`src/rtl/vip_stream_pkg.sv`:
```
// Shared constants for the VIP streaming output stage: packet type codes
// carried in the low bits of symbol 0 of a sop beat, and the sync modes.
package vip_stream_pkg;

  localparam int TYPE_BITS = 4;

  localparam logic [TYPE_BITS-1:0] IMAGE_TYPE   = 4'h0;
  localparam logic [TYPE_BITS-1:0] CONTROL_TYPE = 4'hF;

  // Which packet eops open the window in which the enable request is sampled.
  localparam int SYNC_IMAGE_EOP = 0;
  localparam int SYNC_ANY_EOP   = 1;

  // True when a sop beat's type field announces an image packet.
  function automatic logic is_image_type(input logic [TYPE_BITS-1:0] t);
    return (t == IMAGE_TYPE);
  endfunction

endpackage

```
`src/rtl/vip_stream_fifo.sv`:
```
// Small synchronous FIFO holding {sop, eop, data} beats. The head entry is
// presented combinationally from storage (latency 0), while full, empty and
// level are registered so the consumers see glitch-free flow-control state.
module vip_stream_fifo #(
  parameter int WIDTH   = 12,
  parameter int DEPTH   = 4,
  parameter int LEVEL_W = $clog2(DEPTH) + 1
) (
  input  logic               clk,
  input  logic               rst,
  input  logic               i_push,
  input  logic [WIDTH-1:0]   i_din,
  input  logic               i_pop,
  output logic [WIDTH-1:0]   o_head,
  output logic               o_full,
  output logic               o_empty,
  output logic [LEVEL_W-1:0] o_level
);

  localparam int PTR_W = $clog2(DEPTH);

  logic [WIDTH-1:0]   r_mem [DEPTH];
  logic [PTR_W-1:0]   r_wr_ptr;
  logic [PTR_W-1:0]   r_rd_ptr;
  logic [LEVEL_W-1:0] r_level;
  logic               r_full;
  logic               r_empty;

  logic               w_do_push;
  logic               w_do_pop;
  logic [LEVEL_W-1:0] w_level_nxt;

  // Never write a full FIFO or read an empty one, even if the caller asks.
  assign w_do_push = i_push & ~r_full;
  assign w_do_pop  = i_pop  & ~r_empty;

  // Next fill level: a simultaneous push and pop leaves it unchanged.
  always_comb begin
    w_level_nxt = r_level;
    case ({w_do_push, w_do_pop})
      2'b10:   w_level_nxt = r_level + 1'b1;
      2'b01:   w_level_nxt = r_level - 1'b1;
      default: w_level_nxt = r_level;
    endcase
  end

  // Storage and pointers; power-of-two depth lets the pointers wrap naturally.
  always_ff @(posedge clk or posedge rst) begin
    if (rst) begin
      for (int i = 0; i < DEPTH; i++) r_mem[i] <= '0;
      r_wr_ptr <= '0;
      r_rd_ptr <= '0;
    end else begin
      if (w_do_push) begin
        r_mem[r_wr_ptr] <= i_din;
        r_wr_ptr        <= r_wr_ptr + 1'b1;
      end
      if (w_do_pop) r_rd_ptr <= r_rd_ptr + 1'b1;
    end
  end

  // Registered occupancy and the full/empty flags derived from it.
  always_ff @(posedge clk or posedge rst) begin
    if (rst) begin
      r_level <= '0;
      r_full  <= 1'b0;
      r_empty <= 1'b1;
    end else begin
      r_level <= w_level_nxt;
      r_full  <= (w_level_nxt == LEVEL_W'(DEPTH));
      r_empty <= (w_level_nxt == '0);
    end
  end

  assign o_head  = r_mem[r_rd_ptr];
  assign o_full  = r_full;
  assign o_empty = r_empty;
  assign o_level = r_level;

endmodule

```
`src/rtl/vip_stream_output_sync.sv`:
```
// Avalon-ST video output stage. Beats from the core are buffered in a small
// FIFO and forwarded to dout. The run/stop request on 'enable' is only
// sampled at a packet boundary, so several outputs started or stopped by a
// shared enable change frames in lock-step.
//
// Handshake: both sides use ready latency 0. A beat transfers on a cycle
// where valid and ready are both high at the clock edge; valid never depends
// combinationally on ready, and data/sop/eop are stable while valid is high.
module vip_stream_output_sync
  import vip_stream_pkg::*;
#(
  parameter int BITS_PER_SYMBOL  = 10,
  parameter int SYMBOLS_PER_BEAT = 1,
  parameter int FIFO_DEPTH       = 4,
  parameter int SYNC_MODE        = 0,
  parameter int COUNT_WIDTH      = 16
) (
  input  logic                                        clk,
  input  logic                                        rst,
  input  logic                                        int_valid,
  output logic                                        int_ready,
  input  logic [BITS_PER_SYMBOL*SYMBOLS_PER_BEAT-1:0] int_data,
  input  logic                                        int_sop,
  input  logic                                        int_eop,
  output logic                                        dout_valid,
  input  logic                                        dout_ready,
  output logic [BITS_PER_SYMBOL*SYMBOLS_PER_BEAT-1:0] dout_data,
  output logic                                        dout_sop,
  output logic                                        dout_eop,
  input  logic                                        enable,
  output logic                                        synced,
  output logic [COUNT_WIDTH-1:0]                      frame_count,
  output logic [$clog2(FIFO_DEPTH):0]                 fill_level
);

  localparam int   DATA_WIDTH = BITS_PER_SYMBOL * SYMBOLS_PER_BEAT;
  localparam int   ENTRY_W    = DATA_WIDTH + 2;
  localparam int   LEVEL_W    = $clog2(FIFO_DEPTH) + 1;
  localparam logic SYNC_ANY   = (SYNC_MODE == SYNC_ANY_EOP);

  // Effective run state and the packet tracking behind it.
  logic                   r_en_q;
  logic                   r_at_boundary;
  logic                   r_image_pkt;
  logic [COUNT_WIDTH-1:0] r_frame_count;

  logic [ENTRY_W-1:0]     w_head;
  logic                   w_full;
  logic                   w_empty;
  logic [LEVEL_W-1:0]     w_level;
  logic                   w_push;
  logic                   w_pop;
  logic                   w_head_sop;
  logic                   w_head_eop;
  logic                   w_sop_x;
  logic                   w_eop_x;
  logic                   w_type_img;
  logic                   w_cur_img;
  logic                   w_image_pkt_nxt;
  logic                   w_at_boundary_nxt;

  vip_stream_fifo #(
    .WIDTH   (ENTRY_W),
    .DEPTH   (FIFO_DEPTH),
    .LEVEL_W (LEVEL_W)
  ) u_fifo (
    .clk     (clk),
    .rst     (rst),
    .i_push  (w_push),
    .i_din   ({int_sop, int_eop, int_data}),
    .i_pop   (w_pop),
    .o_head  (w_head),
    .o_full  (w_full),
    .o_empty (w_empty),
    .o_level (w_level)
  );

  // Both ports are frozen while stopped, so held beats survive a pause.
  assign int_ready  = r_en_q & ~w_full;
  assign dout_valid = r_en_q & ~w_empty;
  assign w_push     = int_valid & int_ready;
  assign w_pop      = dout_valid & dout_ready;

  assign w_head_sop = w_head[DATA_WIDTH+1];
  assign w_head_eop = w_head[DATA_WIDTH];

  // Packet decode on output transfers; cur_img also covers a packet whose
  // sop and eop arrive on the same beat.
  always_comb begin
    w_sop_x           = w_pop & w_head_sop;
    w_eop_x           = w_pop & w_head_eop;
    w_type_img        = is_image_type(w_head[TYPE_BITS-1:0]);
    w_image_pkt_nxt   = (w_sop_x & w_type_img) | (r_image_pkt & ~w_eop_x);
    w_cur_img         = r_image_pkt | (w_sop_x & w_type_img);
    w_at_boundary_nxt = (w_eop_x & (w_cur_img | SYNC_ANY)) |
                        (r_at_boundary & ~w_sop_x);
  end

  // Boundary tracking, enable sampling between packets and image-frame count.
  always_ff @(posedge clk or posedge rst) begin
    if (rst) begin
      r_at_boundary <= 1'b1;
      r_image_pkt   <= 1'b0;
      r_en_q        <= 1'b0;
      r_frame_count <= '0;
    end else begin
      r_at_boundary <= w_at_boundary_nxt;
      r_image_pkt   <= w_image_pkt_nxt;
      if (w_at_boundary_nxt) r_en_q <= enable;
      if (w_eop_x && w_cur_img) r_frame_count <= r_frame_count + 1'b1;
    end
  end

  assign dout_data   = w_head[DATA_WIDTH-1:0];
  assign dout_sop    = w_head_sop;
  assign dout_eop    = w_head_eop;
  assign synced      = ~r_en_q;
  assign frame_count = r_frame_count;
  assign fill_level  = w_level;

endmodule
```
`config.mk`:
```
export PLATFORM = sky130hd
export DESIGN_NAME = vip_stream_output_sync
export DESIGN_NICKNAME = d
export VERILOG_FILES = /design/src/rtl/vip_stream_pkg.sv /design/src/rtl/vip_stream_fifo.sv /design/src/rtl/vip_stream_output_sync.sv
export SDC_FILE = /design/constraint.sdc
export NUM_CORES = 1
export LEC_CHECK = 0
export ABC_AREA = 1
export BUFFER_PORTS_ARGS = -buffer_cell sky130_fd_sc_hd__buf_2
export CORE_MARGIN = 1
export CORE_UTILIZATION = 45
export CTS_CLUSTER_SIZE = 24
export DETAILED_ROUTE_END_ITERATION = 8
export PLACE_DENSITY = 0.75
export SLEW_MARGIN = 30
export SYNTH_ARGS = -nofsm -noshare
export SYNTH_HDL_FRONTEND = slang
export SYNTH_SLANG_ARGS = --single-unit
export TNS_END_PERCENT = 5
```
`constraint.sdc`:
```
create_clock -name clk -period 3.12 [get_ports clk]
set_input_delay 0.312 -clock clk [delete_from_list [all_inputs] [get_ports clk]]
set_output_delay 0.312 -clock clk [all_outputs]
set_load 0.02 [all_outputs]
```
* Yosys cells after proc, flatten, opt, wreduce, memory -nomap -nowiden
Index checks and enable logic that the tools add are counted.
Storage, ports and cells: register bits 76, output and inout port bits 34, word-level logic and storage cells 57
Cells by class: reductions and logical operators 4, magnitude comparators 3, bitwise logic cells 22, multiplexer cells 7, eq/ne operators 3, add/sub/neg operators 5
Operators with widths (count):
- $bwmux W48 | 1
- $mux W12 | 3
- $bmux W12 S2 | 1
- $demux W12 S2 | 1
- $add A16 B1 Y16 const B | 1
- $and A1 B1 Y1 | 12
- $ge A3 B3 Y1 const B | 2
- $not A2 Y3 | 2
- $pmux W3 S2 | 1
- $not A1 Y1 | 5
- $add A2 B1 Y2 const B | 2
- $logic_not A4 Y1 | 1
- $add A3 B1 Y3 const B | 1
- $eq A3 B3 Y1 const B | 1
- $logic_not A3 Y1 | 1
- $lt A3 B1 Y1 const B | 1
- $or A1 B1 Y1 | 3
- $sub A3 B1 Y3 const B | 1
- $eq A2 B1 Y1 const B | 1
- $eq A2 B2 Y1 const B | 1
- $logic_and A1 B1 Y1 | 2

* Logic depth before layout (Yosys ltp)
Gate-level depths: netlist of run 1.
depth after elaboration 9, mapped depth 15

* Modules after synthesis
From an unflattened synthesis of run 1, not the netlist that was laid out.
Unflattened totals: cell total of the unflattened synthesis 446, area total of the unflattened synthesis 3789.9 µm²
By module, submodules not included:
- vip_stream_fifo | cells each 285, instances 1, area each 2632.5 µm², sequential area each 1427.6 µm²
- vip_stream_output_sync | cells each 161, instances 1, area each 1157.4 µm², sequential area each 476.7 µm²

* Least setup slack after synthesis of run 1
OpenSTA, ideal clock, no wires.
path kind register to register, start register r_en_q, end register u_fifo.r_full (netlist: u_fifo.o_full), setup slack 0.796 ns, buffers on the path 0, stages on the path, launching flop included 9, required time 3.049 ns, arrival 2.253 ns, clock period less this slack 2.324 ns, path through dfrtp_1 inv_1 nor2_1 nand2_1 ha_1 fa_1 mux2_2 or2_2 nor2_1
On the way: longest elaborated chain between the ends 6, elaborated cells between the ends (all ways) 10, classes of those cells 3 x eq/ne; 1 x mux; 6 x bitwise
Ends and longest elaborated chain:
- start: declaration | line vip_stream_output_sync.sv:42 | logic r_en_q;
- start signal: assignment | line vip_stream_output_sync.sv:109 | if (w_at_boundary_nxt) r_en_q <= enable;
- $and A1 B1 Y1 (*) | line vip_stream_output_sync.sv:79 | assign int_ready = r_en_q & ~w_full;
- named net int_ready | line vip_stream_output_sync.sv:21 | output logic int_ready,
- $and A1 B1 Y1 (*) | line vip_stream_output_sync.sv:81 | assign w_push = int_valid & int_ready;
- $and A1 B1 Y1 (*) | line vip_stream_fifo.sv:34 | assign w_do_push = i_push & ~r_full;
- $eq A2 B1 Y1 / $eq A2 B2 Y1 (equally long branches) | line vip_stream_fifo.sv:40 | case ({w_do_push, w_do_pop})
- $pmux W3 S2 (*) | line vip_stream_fifo.sv:40
- named net u_fifo.w_level_nxt[1] | line vip_stream_fifo.sv:31 | logic [LEVEL_W-1:0] w_level_nxt;
- $eq A3 B3 Y1 (*) | line vip_stream_fifo.sv:70 | r_full <= (w_level_nxt == LEVEL_W'(DEPTH));
- end signal: assignment | line vip_stream_fifo.sv:70
- end: declaration | line vip_stream_fifo.sv:26 | logic r_full;
Mark *: on every way through the listed nets, which the timed path passes. The rest lies on a longest branch. A chain may end at the register's enable or synchronous reset.

* Final worst setup path of run 1
start register u_fifo.r_empty (netlist: u_fifo.o_empty), end register u_fifo.r_empty (netlist: u_fifo.o_empty)
On the way: longest elaborated chain between the ends 7, elaborated cells between the ends (all ways) 8, classes of those cells 2 x eq/ne; 1 x mux; 4 x bitwise; 1 x reduce/logical
Ends and longest elaborated chain:
- start: declaration | line vip_stream_fifo.sv:27 | logic r_empty;
- start signal: assignment | line vip_stream_fifo.sv:71 | r_empty <= (w_level_nxt == '0);
- $not A1 Y1 (*) | line vip_stream_fifo.sv:35, vip_stream_output_sync.sv:80
- $and A1 B1 Y1 | line vip_stream_output_sync.sv:80 | assign dout_valid = r_en_q & ~w_empty;
- $and A1 B1 Y1 | line vip_stream_output_sync.sv:82 | assign w_pop = dout_valid & dout_ready;
- $and A1 B1 Y1 (*) | line vip_stream_fifo.sv:35 | assign w_do_pop = i_pop & ~r_empty;
- $eq A2 B1 Y1 / $eq A2 B2 Y1 (equally long branches) | line vip_stream_fifo.sv:40
- $pmux W3 S2 (*) | line vip_stream_fifo.sv:40
- named net u_fifo.w_level_nxt[1] | line vip_stream_fifo.sv:31
- $logic_not A3 Y1 (*) | line vip_stream_fifo.sv:71
Marks and branches as above.

==> metrics, run 1 <==
status=completed; register area share after synthesis=0.520; XOR/XNOR Fraction of Synth Area=0.0430; delay of the slowest critical-path stage=roughly 0.52 ns; reg2reg end=u_fifo.o_empty; # port buffers=50; CTS resizes=0; Clock Pin Slew Worst Setup and Hold Paths=0.08 ns; die width=approximately 92 um; core area=7810 um2; Post-CTS Setup Bufs=0; Async S/R FF share, synth=1.00; Final TNS setup=0 ns; multiplexer share of the synthesized area=0.00307; CTS sink count=76; Crit path arrival time=2.44 ns; utilization after layout=0.528; layout cell share with drive strength beyond 1=0.184; CTS tree=yes; fin cells=586; Initial DRC Count=160; Main synth FF type=dfrtp_1; nets=roughly 500; final hold viol count=0; FF-to-FF setup slack=0.96 ns; Startpoint Class=flop; worst slew pin tran=0.760 ns; flops & latches, synth=76; CTS root buf=clkbuf_8; Worst Setup EP=u_fifo.o_empty; vias in the first global route=2723; Die Y-Extent=92.2 um; simple-gate share of the synthesized area=0.226; final instance area=~4100 um2; placed cell count=571; commonest non-fill, non-tap cell in the layout=nand2_1; Post-synth EDFFs=0; Setup crit end kind=flop; max-slew violation count=0; Layout area overhead=12.5%; Initial Utilization=0.469; crit path from=u_fifo.o_empty; most frequent cells in the layout=nand2_1 (140), dfrtp_1 (74), o21ai_0 (64), buf_2 (50), inv_1 (38); crit-path cells=inv_1, nand2_1, nor2_2, ha_1, fa_1, mux2_2, or2_2, nor2_1; max cap viols=0; per-cell routed wire length=13.1 um; Distinct cells, synth=31; CTS Hold Buffers Added=0; CP Max Fanout=4; placer congestion estimate=around 0.78; total clock buffers created by CTS=9; DR pass1 iterations=4; Die ar.=8510 um2; remaining antenna violation count after routing=0; worst flop-to-flop path startpoint=u_fifo.o_empty; worst rel slew slack=0.492; Worst Hold Class=primary input to async pin; post-route setup slack=0.960 ns; # DRC=0; grt total ovfl=0; Worst Path Required=3.40 ns; YS warnings=0; Leak=2.14 nW; Synth Net Count=457; PwrDens=986 nW/um2; largest net degree at the start of global routing=44; H-Tree Depth=3; clk_skew=0.0100 ns; Post-Route WL=7670 um; clock tree buffer depth=2; first-pass GRT wire length=between 10000 and 15000 um; detailed placement HPWL=5070 um; via count=2877; largest family of logic cells by synthesized area=simple AND/OR/NAND/NOR gates; Total GRT Usage=0.191; I/O pin cnt=51; initial antenna violation count=0; Period minus WS final=approximately 2.2 ns; crit path kind=flop to flop; Fin Hold WS=between 0.06 and 0.07 ns; antenna cell count=0; Cell Area, Placed=3960 um2; PnR Total Power=4.07 mW; fmax=463 MHz; Slowest cell on crit path=dfstp_2; Via density=4.91; period utilization=0.692; row cnt=32; compound-gate portion of the synthesized area=0.106; syn_area_per_cell=~8.5 um2; pre-CTS WS=slightly below 1 ns; VDD IR-drop max=472 uV; clk_lat worst skew=around 0.35 ns; Post-Synth Adder-Cell Area=0.0260; Netlist Area Pre-Place=3660 um2; count of final setup violators=0; FF-to-FF path depth=8; RSZ-0062 raised after global routing=no; post-synthesis cell count=433
[layer usage]
metal,vias to the layer above,GRT usage,wire (um)
li1,1462,-,-
met1,1359,0.248,3580
met2,44,0.312,3720
met3,12,0.0431,249
met4,0,0.0690,120
met5,-,0,0
[cells in the mapped netlist (2+ instances only)]
master	instances	area, um2
nand2_1	140	526
dfrtp_1	74	1850
o21ai_0	64	320
inv_1	39	146
nor2_1	22	82.6
nand3_1	17	85.1
xor2_1	12	105
buf_2	6	30.0
clkbuf_1	6	22.5
ha_1	6	75.1
o22ai_1	6	37.5
xnor2_1	6	52.6
buf_6	5	56.3
nand4_1	4	25.0
nand2_2	3	18.8
nand3_2	3	30.0
o21ai_2	3	26.3
dfstp_2	2	52.6
nor3_1	2	10.0
or2_2	2	12.5
[state kept, by name (all words and copies together) (netlist names)]
signal,cells
u_fifo.o_level,3
u_fifo.r_mem,48
r_at_boundary,1
u_fifo.o_full,1
r_en_q,1
u_fifo.r_wr_ptr,2
r_image_pkt,1
u_fifo.r_rd_ptr,2
u_fifo.o_empty,1
frame_count,16
[worst min path at each step]
stage          cells after the start             start                  to  slack, ns
2_1_floorplan                      2            enable              r_en_q       0.42
3_3_place_gp                       2  u_fifo.r_mem[21]    u_fifo.r_mem[21]       0.46
3_5_place_dp                       2  u_fifo.r_mem[18]    u_fifo.r_mem[18]       0.47
6_report                           2               rst    u_fifo.r_mem[22]       0.07
4_1_cts                            3            enable              r_en_q       0.17
5_1_grt                            2               rst  u_fifo.r_wr_ptr[1]       0.10
[power breakdown]
group	switching (mW)	internal, mW
combinational	1.14	0.621
clock	0.368	0.284
sequential	0.267	1.39
[cell families after synthesis]
group / Yosys count
AO/OA/AOI/OAI: 74
XOR/XNOR: 18
adder cells (fa/ha/maj): 7
buffers and inverters: 59
flip-flops: 76
multiplexers: 1
AND/OR/NAND/NOR: 198
[cell type report]
| class | instances | area, um2 |
|---|---|---|
| multi-input combinational | 298 | 1480 |
| sequential | 76 | 1900 |
| inverter | 41 | 161 |
| clock buffer | 9 | 124 |
| timing repair buffer | 54 | 280 |
| clock inverter | 6 | 42.5 |
| tap | 102 | 128 |
| fill | 728 | 3680 |
[critical path: cells and delay by family, from the launching register on]
| family | cells | cell delay [ns] |
|---|---|---|
| fa+ha+maj | 2 | 0.68 |
| simple gates | 4 | 0.57 |
| flops | 1 | 0.52 |
| mux | 1 | 0.28 |
| buf+inv | 1 | 0.03 |
No activity file was read; power rests on OpenSTA's default activity.
==> run 2: changes to the inputs <==
- ABC_AREA: 1 -> 0
- clock period: 3.12 -> 2 ns (I/O delays scaled with it)
==> run 2 against run 1 <==
  * Synthesized cell count decreased by 46%
  * Register-to-register slack got worse by 1.3 ns
  * Combinational power decreased by 96%
  * Largest power group is now registers
  * Final cell count decreased by 30%
  * The run now ends with negative setup slack left
==> metrics, run 2 <==
Crit path arrival time=2.62 ns (+0.18 ns); DR pass1 iterations=4 (unchanged); PnR Total Power=2.58 mW (-36%); post-route setup slack=-0.383 ns (-1.34 ns); Initial DRC Count=43 (-73%); CP Max Fanout=5 (+1); first-pass GRT wire length=10100 um (-19%); # port buffers=50 (unchanged); clk_lat worst skew=0.35 ns (about the same); Worst Path Required=2.24 ns (-1.16 ns); worst rel slew slack=0.661 (+0.169); I/O pin cnt=51 (unchanged); Worst Hold Class=primary input to flop; Die ar.=7840 um2 (-7.9%); Via density=5.00 (+1.9%); Initial Utilization=0.465 (-0.00468); via count=2056 (-29%); antenna cell count=0 (unchanged); Post-synth EDFFs=0 (unchanged); Die Y-Extent=88.5 um (-4.0%); VDD IR-drop max=269 uV (-43%); detailed placement HPWL=4230 um (-17%); period utilization=1.19 (+0.499); total clock buffers created by CTS=9 (unchanged); placer congestion estimate=0.749 (-4.0%); RSZ-0062 raised after global routing=yes; Fin Hold WS=0.0761 ns (+0.00747 ns); PwrDens=632 nW/um2 (-36%); worst slew pin tran=0.508 ns (-0.253 ns); flops & latches, synth=76 (unchanged); crit-path cells=mux4_2, or4_4, o31ai_4, a21o_1, mux2_4; clock share of power=0.381 (+0.221); layout cell share with drive strength beyond 1=0.522 (+0.339); largest cells by area after synthesis=dfrtp_1 (55%), mux2_2 (17%), mux4_2 (8.0%); max-slew violation count=0 (unchanged); Setup crit end kind=flop; Distinct cells, synth=27 (-13%); core area=7250 um2 (-7.1%); syn_area_per_cell=14.5 um2 (+72%); # DRC=0 (unchanged); die width=88.5 um (-4.0%); Startpoint Class=flop; sw power=0.585 mW (-67%); fmax=420 MHz (-9.4%); Fill cells=600 (-18%); utilization after layout=0.563 (+0.0352); nets=331 (-34%); Gate power share=0.024 (-0.408); register area share after synthesis=0.565 (+0.0454); clk_skew=0.00765 ns (-0.00240 ns); failing checks=negative setup slack; status=finished with violations; Leak=2.14 nW (about the same); CTS sink count=76 (unchanged); count of final setup violators=22 (+22); initial antenna violation count=0 (unchanged); fin cells=411 (-30%); crit path kind=flop to flop; vias in the first global route=2083 (-24%); most frequent cells in the layout=dfrtp_1 (73), buf_2 (50), mux2_2 (49), buf_4 (20), xnor2_1 (18); placed cell count=392 (-31%); per-cell routed wire length=14.7 um (+12%); grt total ovfl=0 (unchanged); remaining antenna violation count after routing=0 (unchanged); Slowest cell on crit path=or4_4; Layout area overhead=21.2%; Synth Net Count=256 (-44%); Commonest cells post-synth=dfrtp_1 (74), mux2_2 (51), xnor2_1 (18); post-synthesis cell count=232 (-46%); Top reg by flops=u_fifo.r_mem; internal power=2.00 mW (-13%); clock tree buffer depth=2 (unchanged); Main synth FF type=dfrtp_1; sequential power share=0.594 (+0.186); most area-hungry cell type in the Yosys netlist=dfrtp_1; Period minus WS final=2.38 ns (+0.223 ns); H-Tree Depth=3 (unchanged); Async S/R FF share, synth=1.00 (unchanged); commonest non-fill, non-tap cell in the layout=dfrtp_1; row cnt=31 (-3.1%); max cap viols=0 (unchanged); largest net degree at the start of global routing=37 (-16%); Total GRT Usage=0.177 (-0.0138); final hold viol count=0 (unchanged); delay of the slowest critical-path stage=0.58 ns (+0.06 ns); most numerous cell in the Yosys netlist=dfrtp_1; YS warnings=0 (unchanged); switch share=0.226 (-0.209); Clock Pin Slew Worst Setup and Hold Paths=0.08 ns (about the same); CTS tree=yes; Synth top area share=0.550 (+0.0441); CTS root buf=clkbuf_8; max reg flops=48 (unchanged); Netlist Area Pre-Place=3370 um2 (-8.0%); Post-Route WL=6030 um (-21%)
-- run 2: cell count changes after synthesis, moves of 5 or more --
cell and delta:
mux2_2 +50, inv_1 -32, buf_2 -5, o22ai_1 -6, mux4_2 +12, nand2_1 -125
o21ai_0 -62, nand3_1 -9, xor2_1 -9, xnor2_1 +12, nor2_1 -16
-- run 2: worst max-delay path, delay by kind of cell (launching register included) --
family / cells / cell delay (ns)
and+or+nand+nor: 1 / 0.58
DFF: 1 / 0.44
muxes: 2 / 0.85
AOI/OAI and AO/OA: 2 / 0.42
-- run 2: power by group through the flow --
stage	clock network, mW	logic (mW)	registers, mW
3_5_place_dp	0	0.0638	1.57
2_1_floorplan	0	0.0234	1.57
5_1_grt	1.10	0.0730	1.54
6_report	0.985	0.0626	1.54
4_1_cts	1.02	0.0652	1.54
3_3_place_gp	0	0.0624	1.57
-- run 2: logic make-up after synthesis --
group,count (synthesis),share of synthesized area
DFF,76,0.565
muxes,63,0.251
and+or+nand+nor,44,0.0661
xor gates and xnor gates,21,0.0546
buffers and inverters,17,0.0238
adders and majority gates,7,0.0282
AOI/OAI and AO/OA,4,0.0115
-- run 2: metrics by stage --
step                area [um2]  setup slack, ns  setup TNS, ns
global placement          3890           -0.443          -6.72
floorplan                 3410           -0.471         -16.97
global route              4090           -0.486          -8.41
finish                    4090           -0.383          -6.13
CTS                       4090           -0.400          -6.40
detailed placement        3890           -0.526          -8.07
-- run 2: path summary, 6_finish.rpt --
path | start | end | slack [ns] | cells past startpoint
max | u_fifo.r_rd_ptr[0] | r_en_q | -0.38 | 5
min | enable | r_en_q | 0.08 | 2
max reg2reg | u_fifo.r_rd_ptr[0] | r_en_q | -0.38 | 5
min reg2reg | frame_count[15] | frame_count[15] | 0.49 | 1
max in group asynchronous | rst | u_fifo.r_mem[44] | 0.93 | 4
min in group asynchronous | rst | frame_count[5] | 0.43 | 3
-- run 2: timing repair --
| action | 4_1_cts | 5_1_grt |
|---|---|---|
| hold endpoints to repair | 21 | 0 |
| resized for setup | 4 | 0 |
| setup endpoints to repair | 25 | 27 |
| setup buffers | 2 | 0 |
| hold buffers | 1 | 0 |
| pin swaps | 1 | 1 |
-- run 2: area by class of cell --
type	instances	area, um2	area share
timing repair buffer	74	457	0.112
sequential	76	1910	0.466
inverter	7	26.3	0.00643
clock buffer	11	131	0.0322
tap	99	124	0.0303
clock inverter	5	28.8	0.00704
multi-input combinational	139	1410	0.346
-- run 2: routing by layer --
metal | up-vias | GRT usage | share of wire
met5 | - | 0 | 0
met4 | 0 | 0.0762 | 0.019
met3 | 10 | 0.0550 | 0.034
met2 | 37 | 0.269 | 0.49
met1 | 1046 | 0.235 | 0.46
li1 | 963 | - | -
==> run 3: changes to the inputs <==
- PLACE_DENSITY: 0.75 -> 0.76
==> run 3 against run 2 <==
  * The run still ends with negative setup slack left
  * Clock power rose by 36%
  * Critical path depth did not move
  * Worst hold slack improved by 0.0041 ns
  * Register-to-register slack barely moved
  * Flip-flop and latch count did not move
  * Utilization rose by 1.2 points
  * Final cell count rose by 0.49%
  * First-iteration DRC count rose by 110%
  * Combinational power rose by 1%
  * Largest power group unchanged
  * Highest routed layer unchanged
==> metrics, run 3 (synthesis results as in run 2) <==
status=finished with violations; failing checks=negative setup slack; Die Y-Extent=88.5 um (unchanged); reg2reg end=r_en_q; layout cell share with drive strength beyond 1=0.532 (+0.00941); grt total ovfl=0 (unchanged); worst rel slew slack=0.680 (+0.0192); register area=1910 um2 (unchanged); Worst Path Required=2.24 ns (about the same); vias in the first global route=2176 (+4.5%); nets=333 (+0.60%); antenna cell count=0 (unchanged); PwrDens=705 nW/um2 (+11%); Initial Utilization=0.465 (unchanged); Crit path arrival time=2.63 ns (about the same); Via density=5.03 (+0.53%); utilization after layout=0.576 (+0.0124); CTS sink count=76 (unchanged); max-slew violation count=0 (unchanged); Setup crit end kind=flop; final hold viol count=0 (unchanged); total clock buffers created by CTS=9 (unchanged); row cnt=31 (unchanged); CTS tree=yes; Worst Hold Class=primary input to flop; commonest non-fill, non-tap cell in the layout=dfrtp_1; Layout area overhead=23.9%; # DRC=0 (unchanged); die width=88.5 um (unchanged); Total GRT Usage=0.186 (+0.00922); H-Tree Depth=3 (unchanged); initial antenna violation count=0 (unchanged); crit path from=u_fifo.r_rd_ptr[0]; via count=2077 (+1.0%); Cell Area, Placed=3920 um2 (+0.77%); Top reg by flops=u_fifo.r_mem; Period minus WS final=2.40 ns (+0.0120 ns); Post-Route WL=6390 um (+6.0%); CP Max Fanout=5 (unchanged); per-cell routed wire length=15.5 um (+5.5%); # port buffers=50 (unchanged); first-pass GRT wire length=10700 um (+5.0%); remaining antenna violation count after routing=0 (unchanged); Fin Hold WS=0.0802 ns (+0.00414 ns); post-route setup slack=-0.395 ns (-0.0120 ns); core area=7250 um2 (unchanged); max reg flops=48 (unchanged); Worst Hold End=r_en_q; detailed placement HPWL=4530 um (+7.0%); RSZ-0062 raised after global routing=yes; Final TNS setup=-6.38 ns (-0.252 ns); CTS root buf=clkbuf_8; Fill cells=598 (-0.33%); clock tree buffer depth=2 (unchanged); Startpoint Class=flop; period utilization=1.20 (+0.00599); clk_skew=0.0105 ns (+0.00289 ns); count of final setup violators=23 (+4.5%); I/O pin cnt=51 (unchanged); most frequent cells in the layout=dfrtp_1 (73), buf_2 (50), mux2_2 (49), buf_4 (23), xnor2_1 (18); met2 Track Usage GR=0.310 (+0.0406); Initial DRC Count=89 (+110%); GRT met1 Usage=0.230 (-0.00436); hold path depth=2 (unchanged); worst flop-to-flop path startpoint=u_fifo.r_rd_ptr[0]; hold_sp=enable; Clock Pin Slew Worst Setup and Hold Paths=0.09 ns (about the same); final instance area=4180 um2 (+2.2%); clk_lat worst skew=0.34 ns (about the same); worst slew pin tran=0.479 ns (-0.0287 ns); max cap viols=0 (unchanged); busiest grt layer=met2; VDD IR-drop max=296 uV (+9.9%); FF-to-FF setup slack=-0.40 ns (about the same); placer congestion estimate=0.717 (-4.3%); multi-input logic area=1420 um2 (+0.71%); FF-to-FF path depth=5 (unchanged); fmax=417 MHz (-0.50%); crit path kind=flop to flop; met3 Track Usage GR=0.0438 (-0.0112); Die ar.=7840 um2 (unchanged); Leak=2.18 nW (+1.9%); DR pass1 iterations=4 (unchanged); largest net degree at the start of global routing=42 (+14%)
[run 3: changes by cell type in the layout (fill, tap and decap cells not counted)]
cell,before,now
buf_4,20,23
buf_8,1,0
bufinv_16,0,2
clkbuf_1,2,0
clkbuf_8,9,10
clkinv_2,4,0
clkinv_4,1,3
ha_2,1,0
ha_4,0,1
inv_6,0,1
[run 3: worst max-delay path, cell delays in order (launching register included)]
cell     delay (ns)
dfrtp_2        0.44
mux4_2         0.54
or4_4          0.58
o31ai_4        0.27
a21o_1         0.16
mux2_4         0.30
[run 3: layout make-up]
class / count / area share
Sequential cell: 76 / 0.456
Multi-Input combinational cell: 139 / 0.341
Timing Repair Buffer: 76 / 0.111
Clock buffer: 10 / 0.0330
Tap cell: 99 / 0.0297
Clock inverter: 6 / 0.0228
Inverter: 7 / 0.00629
[run 3: worst max path at each step]
stage / endpoint / cells past startpoint
floorplan: r_en_q / 6
global placement: frame_count[15] / 6
detailed placement: frame_count[15] / 7
CTS: r_en_q / 5
global route: frame_count[13] / 6
finish: r_en_q / 5
[run 3: stage by stage]
| step | power [mW] | instances | worst slack [ns] |
|---|---|---|---|
| after floorplan | 1.59 | 232 | -0.471 |
| after global placement | 1.63 | 396 | -0.410 |
| after detailed placement | 1.63 | 396 | -0.485 |
| after CTS | 2.97 | 413 | -0.398 |
| after global routing | 3.04 | 413 | -0.527 |
| final | 2.94 | 413 | -0.395 |
[run 3: repair_timing]
item / 4_1_cts / 5_1_grt
pin swaps: 4 / 2
hold endpoints to repair: 19 / 0
resized for setup: 3 / 0
gates cloned: 0 / 0
setup endpoints to repair: 26 / 26
hold buffers: 1 / 0
buffers inserted: 0 / 0
[run 3: power by group]
group / switching, mW / internal, mW / total, mW
Sequential: 0 / 1.54 / 1.54
Clock: 0.596 / 0.748 / 1.34
Combinational: 0.0444 / 0.0189 / 0.0632
[run 3: per-layer routing]
metal  part of all wire  wire length, um
met4              0.010               64
met5                  0                0
met3              0.037              236
met1               0.45             2870
met2               0.50             3220
